--- src/rtl/fetch_queue.sv ---
// fetch_queue: instruction-fetch stage. Owns the fetch PC, drives the
// instruction-memory address, captures the combinational read word into a
// small FIFO of {pc, instr} entries, and hands entries to decode over a
// valid/ready handshake. A redirect flushes the queue and reloads the PC.
module fetch_queue #(
   parameter logic [31:0] RESET_PC = 32'h0000_0000,
   parameter int          DEPTH    = 4
) (
   input  logic                     clk,
   input  logic                     rst,
   output logic [31:0]              imem_addr,
   input  logic [31:0]              imem_rd,
   input  logic                     redirect_valid,
   input  logic [31:0]              redirect_pc,
   output logic                     out_valid,
   input  logic                     out_ready,
   output logic [31:0]              out_instr,
   output logic [31:0]              out_pc,
   output logic [$clog2(DEPTH):0]   count,
   output logic                     misaligned
);

   localparam int PW = $clog2(DEPTH);
   localparam int CW = PW + 1;
   localparam logic [CW-1:0] FULL_CNT = CW'(DEPTH);

   typedef struct packed {
      logic [31:0] pc;
      logic [31:0] instr;
   } fq_entry_t;

   fq_entry_t          mem [DEPTH];
   logic [PW-1:0]      rd_ptr, wr_ptr;
   logic [31:0]        fetch_pc;
   logic               pop, push_ok, push, pop_eff;

   // Outputs come straight from registers (head entry is a register-file read).
   assign imem_addr = fetch_pc;
   assign out_valid = (count != '0);
   assign out_pc    = mem[rd_ptr].pc;
   assign out_instr = mem[rd_ptr].instr;

   // Handshake qualifiers. A redirect suppresses both push and pop, so a pop
   // offered in the redirect cycle is simply dropped along with the flush.
   assign pop     = out_valid & out_ready;
   assign push_ok = (count < FULL_CNT) | pop;
   assign push    = push_ok & ~redirect_valid;
   assign pop_eff = pop & ~redirect_valid;

   // Queue storage; contents are don't-care after reset/flush, so no reset here.
   always_ff @(posedge clk) begin
      if (!rst && push)
         mem[wr_ptr] <= '{pc: fetch_pc, instr: imem_rd};
   end

   // Fetch PC, pointers, occupancy and the misaligned-redirect pulse.
   always_ff @(posedge clk) begin
      if (rst) begin
         fetch_pc   <= RESET_PC;
         rd_ptr     <= '0;
         wr_ptr     <= '0;
         count      <= '0;
         misaligned <= 1'b0;
      end else if (redirect_valid) begin
         fetch_pc   <= {redirect_pc[31:2], 2'b00};
         rd_ptr     <= '0;
         wr_ptr     <= '0;
         count      <= '0;
         misaligned <= |redirect_pc[1:0];
      end else begin
         misaligned <= 1'b0;
         if (push) begin
            wr_ptr   <= wr_ptr + 1'b1;
            fetch_pc <= fetch_pc + 32'd4;
         end
         if (pop_eff)
            rd_ptr <= rd_ptr + 1'b1;
         case ({push, pop_eff})
            2'b10:   count <= count + 1'b1;
            2'b01:   count <= count - 1'b1;
            default: count <= count;
         endcase
      end
   end

endmodule

--- config.mk ---
export PLATFORM = sky130hd
export DESIGN_NAME = fetch_queue
export DESIGN_NICKNAME = d
export VERILOG_FILES = /design/src/rtl/fetch_queue.sv
export SDC_FILE = /design/constraint.sdc
export NUM_CORES = 1
export LEC_CHECK = 0
export ABC_AREA = 1
export CAP_MARGIN = 20
export CORE_UTILIZATION = 45
export DETAILED_ROUTE_END_ITERATION = 7
export GPL_TIMING_DRIVEN = 0
export PLACE_DENSITY_LB_ADDON = 0.05
export SKIP_CTS_REPAIR_TIMING = 1
export SYNTH_ARGS = -nofsm -noshare
export SYNTH_HDL_FRONTEND = slang
export SYNTH_SLANG_ARGS = --single-unit
--- constraint.sdc ---
create_clock -name clk -period 5.4 [get_ports clk]
set_input_delay 0.81 -clock clk [delete_from_list [all_inputs] [get_ports clk]]
set_output_delay 0.81 -clock clk [all_outputs]
set_load 0.02 [all_outputs]
==> results_dict.tcl, run 1 <==
set metrics [dict create \
    hpwlAfterDp_um 19600 \
    start_util 0.463 \
    drtIter0Drc 645 \
    final_common_cell "edfxtp_1" \
    setup_violations 0 \
    diodes 0 \
    die_w_um 164 \
    rsz0062_at_grt "no" \
    grt_pass1_vias 7857 \
    first_pass_iters 5 \
    worst-endpoint-required_ns 4.59 \
    synth_edf_count 248 \
    routabilityCongestion 0.849 \
    clkSlewWorstSetupHoldPaths_ns 0.06 \
    root_buffer "clkbuf_16" \
    power_density_nw_per_um2 333 \
    nFillCells 2097 \
    max_freq_ghz 0.261 \
    period_share 0.709 \
    drive_gt1_frac 0.110 \
    regToRegStartpoint "count[2]" \
    wl_um 30000 \
    yosysWarningCount 0 \
    drv_cap 0 \
    dp_cells 1488 \
    drcViolationCount 0 \
    critPathMaxStageDelay_ns 0.66 \
    cp_slowest_cell "clkdlybuf4s50_1" \
    grt_max_degree 29 \
    path_max_fanout 10 \
    postRouteAntennaNets 0 \
    crit_path_end_kind "output pin" \
    crit_family "buffers and inverters" \
    endpoint "out_pc[16]" \
    final_cell_mix "edfxtp_1 (248), clkdlybuf4s50_1 (164), nor2_1 (149), o21ai_0 (140), nand2_1 (81)" \
    min_period_ns 3.83 \
    ys_ff_latch 288 \
    min_path_type "reg2reg" \
    cts_sinks 288 \
    synth_cells 982 \
    path_class "reg2out" \
    clk_path_buf_depth 3 \
    fin_setup_tns_ns 0 \
    antenna_found_initial 0 \
    max_slew_margin 0.470 \
    portBuffers 164 \
    grt_pass1_wl_um 45400 \
    hold_viol_final 0 \
    vias_per_cell 5.31 \
    die_area_um2 26900 \
    finClkSkew_ns 0.00996 \
    cts_tree "built" \
    die_h_um 164 \
    r2r-end "mem[1][58]" \
    yosysUniqueCellTypes 42 \
    critPathArrivalTime_ns 3.02 \
    cts_buffers 31 \
    clk_latency_ns 0.54 \
    grt_remaining_overflow 0 \
    crit_top_cell "clkbuf_1" \
    reg2reg_depth 7 \
    ys_seq_area_frac 0.700 \
    synth.avg_cell_area_um2 12.0 \
    rows 58 \
    cts_htree_levels 1 \
    vias 8196 \
    fin_cells 1544 \
    crit_chain "clkbuf_1 > inv_1 > clkbuf_1 > o21ai_0 > o22ai_1 > clkdlybuf4s50_1" \
    area_delta_synth_final_pct 28.4 \
    hold_slack_ns 0.472 \
    io_pins 169 \
    status "complete, no violations" \
    path_buf_inv 4 \
    tightest_slew_ns 0.793 \
    start_kind "register" \
    nNetsFinal 1266 \
    p_leak_nw 5.20 \
    rrSetupSlack_ns 3.04 \
    peakVddDrop_mv 0.216 \
    core_um2 25500 \
    wl_per_cell_um 19.4 \
    cp.depth 6 \
    netlist_area_um2 11800 \
    ys.flop_type "edfxtp_1" \
    grtUsageTotal 0.226 \
    ys_async_sr_fraction 0 \
    slew_viol_final 0 \
]
-- cells by family (layout without fill, tap and decap cells) --
| group | count (synthesis) | in the layout | share of synthesized area |
|---|---|---|---|
| fa+ha+maj | 7 | 7 | 0.00807 |
| buf+inv | 105 | 334 | 0.0372 |
| compound gates | 265 | 265 | 0.127 |
| simple gates | 309 | 309 | 0.123 |
| xor+xnor | 7 | 7 | 0.00520 |
| flops | 288 | 288 | 0.700 |
| other cells | 1 | 4 | 0.000318 |
-- how the worst min path moves through the flow --
stage	start	end	slack, ns	depth (start not counted)
3_5_place_dp	rd_ptr[1]	rd_ptr[1]	0.46	2
5_1_grt	rd_ptr[1]	register	0.51	2
6_report	rd_ptr[1]	rd_ptr[1]	0.47	2
2_1_floorplan	rd_ptr[1]	register	0.44	2
3_3_place_gp	rd_ptr[1]	rd_ptr[1]	0.46	2
4_1_cts	rd_ptr[1]	register	0.48	2
-- routing by layer --
metal  track usage  vias to the layer above  share of wire
li1              -                     3972              -
met2         0.383                      261           0.49
met4        0.0577                        0          0.016
met5             0                        -              0
met3        0.0245                       34          0.053
met1         0.312                     3929           0.44
-- worst register-to-register path, cell delays in order (launching register included) --
cell and delay (ns):
dfxtp_1 0.33, inv_2 0.11, nor2_8 0.06, nor2_8 0.22
inv_2 0.19, nor2_4 0.65, buf_16 0.26, buf_12 0.22
-- stage by stage --
step | utilization | worst slack, ns | area [um^2] | power [W]
detailed placement | 0.553 | 1.67 | 14100 | 0.00291
finish | 0.594 | 1.57 | 15100 | 0.00504
floorplan | - | 1.00 | 11800 | 0.00271
global placement | 0.544 | -2.20 | 13900 | 0.00290
global route | 0.594 | 1.33 | 15100 | 0.00519
CTS | 0.594 | 1.45 | 15100 | 0.00507
-- flip-flops by register name (all words and copies together), names as in the netlist, named ones only --
| signal | count |
|---|---|
| misaligned | 1 |
| rd_ptr | 2 |
| wr_ptr | 2 |
| mem | 248 |
| imem_addr | 30 |
| count | 3 |
-- cell usage after synthesis (2+ instances only) --
master	instances	area [um^2]
a31oi_1	8	50.1
ha_1	6	75.1
clkbuf_1	33	124
a32oi_1	5	43.8
nand3b_1	2	15.0
a21oi_1	20	100
o21ai_2	2	17.5
edfxtp_1	248	7450
nor2_8	3	60.1
nand2_4	3	33.8
inv_1	40	150
nand4_1	6	37.5
nor2_4	11	124
nand2_1	81	304
a21oi_2	2	17.5
o21ai_0	140	701
xor2_1	3	26.3
inv_2	12	45.0
xnor2_1	4	35.0
o21ai_1	8	40.0
o22ai_1	63	394
dfxtp_1	40	801
nand3_2	2	20.0
nand3_1	24	120
nor3_2	3	30.0
buf_4	6	45.0
nor2_2	8	50.1
nand2_2	9	56.3
nor3_1	2	10.0
nor2_1	153	574
a22oi_1	13	97.6
buf_2	12	60.1
-- where the power goes --
group / internal [W] / leakage [nW] / total (W) / switching, W
registers: 0.00247 / 2.62 / 0.00252 / 0.0000498
logic: 0.000158 / 2.06 / 0.000341 / 0.000183
clock network: 0.00133 / 0.517 / 0.00218 / 0.000844
-- area by class of cell --
class	instances	area, um^2	share of cell area
inverters	53	199	0.0131
plain buffers	52	240	0.0159
repair buffers	173	1840	0.122
clock inverters	20	258	0.0170
clock buffers	36	795	0.0525
flip-flops and latches	288	8250	0.545
well taps	330	413	0.0273
multi-input cells	592	3140	0.208
Note: power is estimated with default switching activity, not from simulation.
==> run 2: changes to the inputs <==
clock period = 3.9 ns   (was 5.4 ns; I/O delays follow)
==> results of run 2 <==
Same layout as run 1 (identical final DEF). Status: complete, no violations.
Among the figures that moved: setup slack after placement 1.67 ns -> 0.398 ns; setup slack after layout 1.57 ns -> 0.295 ns; register-to-register setup slack 3.04 ns -> 1.54 ns; total power 0.00504 W -> 0.00698 W; worst IR drop on VDD 0.216 mV -> 0.298 mV
==> run 3: changes to the inputs <==
CORE_ASPECT_RATIO = 2   (was unset)
RECOVER_POWER = 100   (was unset)
SETUP_SLACK_MARGIN = 0.5   (was unset)
==> results_dict.tcl, run 3 (same netlist as run 1, synthesis figures left out) <==
set metrics [dict create \
    die_w_um 116 \
    core_um2 25700 \
    post-route-util 0.577 \
    setup_violations 0 \
    rows 83 \
    p_leak_nw 5.20 \
    grt_max_degree 29 \
    min_path_type "reg2reg" \
    nNetsFinal 1259 \
    p_int_w 0.00506 \
    drtIter0Drc 528 \
    postRouteAntennaNets 0 \
    p_comb_frac 0.068 \
    grt_pass1_vias 8342 \
    switching_share 0.214 \
    cts_buffers 25 \
    pre_cts_slack_ns 0.336 \
    fin_setup_tns_ns 0 \
    status "complete, no violations" \
    start_kind "register" \
    die_area_um2 26900 \
    root_buffer "clkbuf_16" \
    clkPwrFrac 0.390 \
    tightest_slew_ns 1.29 \
    hp-start "rd_ptr[1]" \
    wl_per_cell_um 20.1 \
    die_h_um 231 \
    first_pass_iters 7 \
    grtUsageTotal 0.234 \
    io_pins 169 \
    antenna_found_initial 0 \
    largest_reg_flops 248 \
    hold_viol_final 0 \
    final_cell_mix "edfxtp_1 (248), nor2_1 (155), o21ai_0 (144), dlygate4sd3_1 (114), nand2_1 (81)" \
    max_slew_margin 0.134 \
    worst-endpoint-required_ns 3.31 \
    max_freq_ghz 0.282 \
    rsz0062_at_grt "yes" \
    drcViolationCount 0 \
    vias 8280 \
    cts_htree_levels 1 \
    portBuffers 164 \
    sequentialPowerShare 0.543 \
    finClkSkew_ns 0.0171 \
    drive_gt1_frac 0.0991 \
    path_max_fanout 10 \
    period_share 0.910 \
    peakVddDrop_mv 0.348 \
    regToRegStartpoint "count[2]" \
    clk_latency_ns 0.54 \
    final_common_cell "edfxtp_1" \
    wl_um 31000 \
    grt_remaining_overflow 0 \
    power_density_nw_per_um2 434 \
    vias_per_cell 5.37 \
    power.net_switching_w 0.00138 \
    drv_cap 0 \
    min_period_ns 3.55 \
    clk_path_buf_depth 3 \
    timing.final.ws_setup_ns 0.351 \
    largest-register "mem" \
    area_delta_synth_final_pct 25.6 \
    clkSlewWorstSetupHoldPaths_ns 0.06 \
    routabilityCongestion 0.894 \
    cts_sinks 288 \
    cts_tree "built" \
    hpwlAfterDp_um 21200 \
    start_util 0.460 \
    diodes 0 \
    critPathArrivalTime_ns 2.96 \
    crit_path_end_kind "output pin" \
    grt_pass1_wl_um 46000 \
    slew_viol_final 0 \
    path_class "reg2out" \
    design_power_total_w 0.00643 \
]
[run 3: layout make-up]
class,count,area (um^2)
buffer,52,245
sequential,288,8250
clock buffer,33,656
multi-input combinational,592,3100
inverter,53,203
clock inverter,11,159
tap,340,425
fill,2242,10800
timing repair buffer,172,1780
[run 3: power groups by stage]
| stage | Combinational, W | Sequential, W | Clock [W] |
|---|---|---|---|
| after floorplan | 0.000186 | 0.00356 | 0 |
| after detailed placement | 0.000469 | 0.00356 | 0 |
| after global routing | 0.000468 | 0.00350 | 0.00267 |
| after global placement | 0.000450 | 0.00357 | 0 |
| final | 0.000435 | 0.00349 | 0.00251 |
| after CTS | 0.000472 | 0.00349 | 0.00255 |
[run 3: through the flow]
stage,hold slack [ns],area (um^2),cells
global placement,0.462,13900,1489
finish,0.482,14800,1541
floorplan,0.441,11800,985
CTS,0.484,14900,1541
detailed placement,0.468,14100,1497
global route,0.495,14800,1541
[run 3: worst max-delay path: stages (launching register included)]
cell and delay (ns):
dfxtp_1 0.29, buf_2 0.18, clkinvlp_4 0.18, clkbuf_4 0.26
clkbuf_1 0.46, nor2_1 0.08, o22ai_1 0.31, clkdlybuf4s50_1 0.67
[run 3: final timing paths]
path	endpoint	slack, ns	depth (start not counted)
setup / recovery	out_pc[2]	0.35	7
hold / removal	rd_ptr[1]	0.48	2
setup reg to reg	mem[2][56]	1.15	7
hold reg to reg	rd_ptr[1]	0.48	2
[run 3: routing by layer]
layer / track usage / vias up / wire (um)
met5: 0 / - / 0
met4: 0.108 / 0 / 1280
met3: 0.0263 / 69 / 1280
met2: 0.448 / 226 / 17200
met1: 0.246 / 4041 / 11200
li1: - / 3944 / -
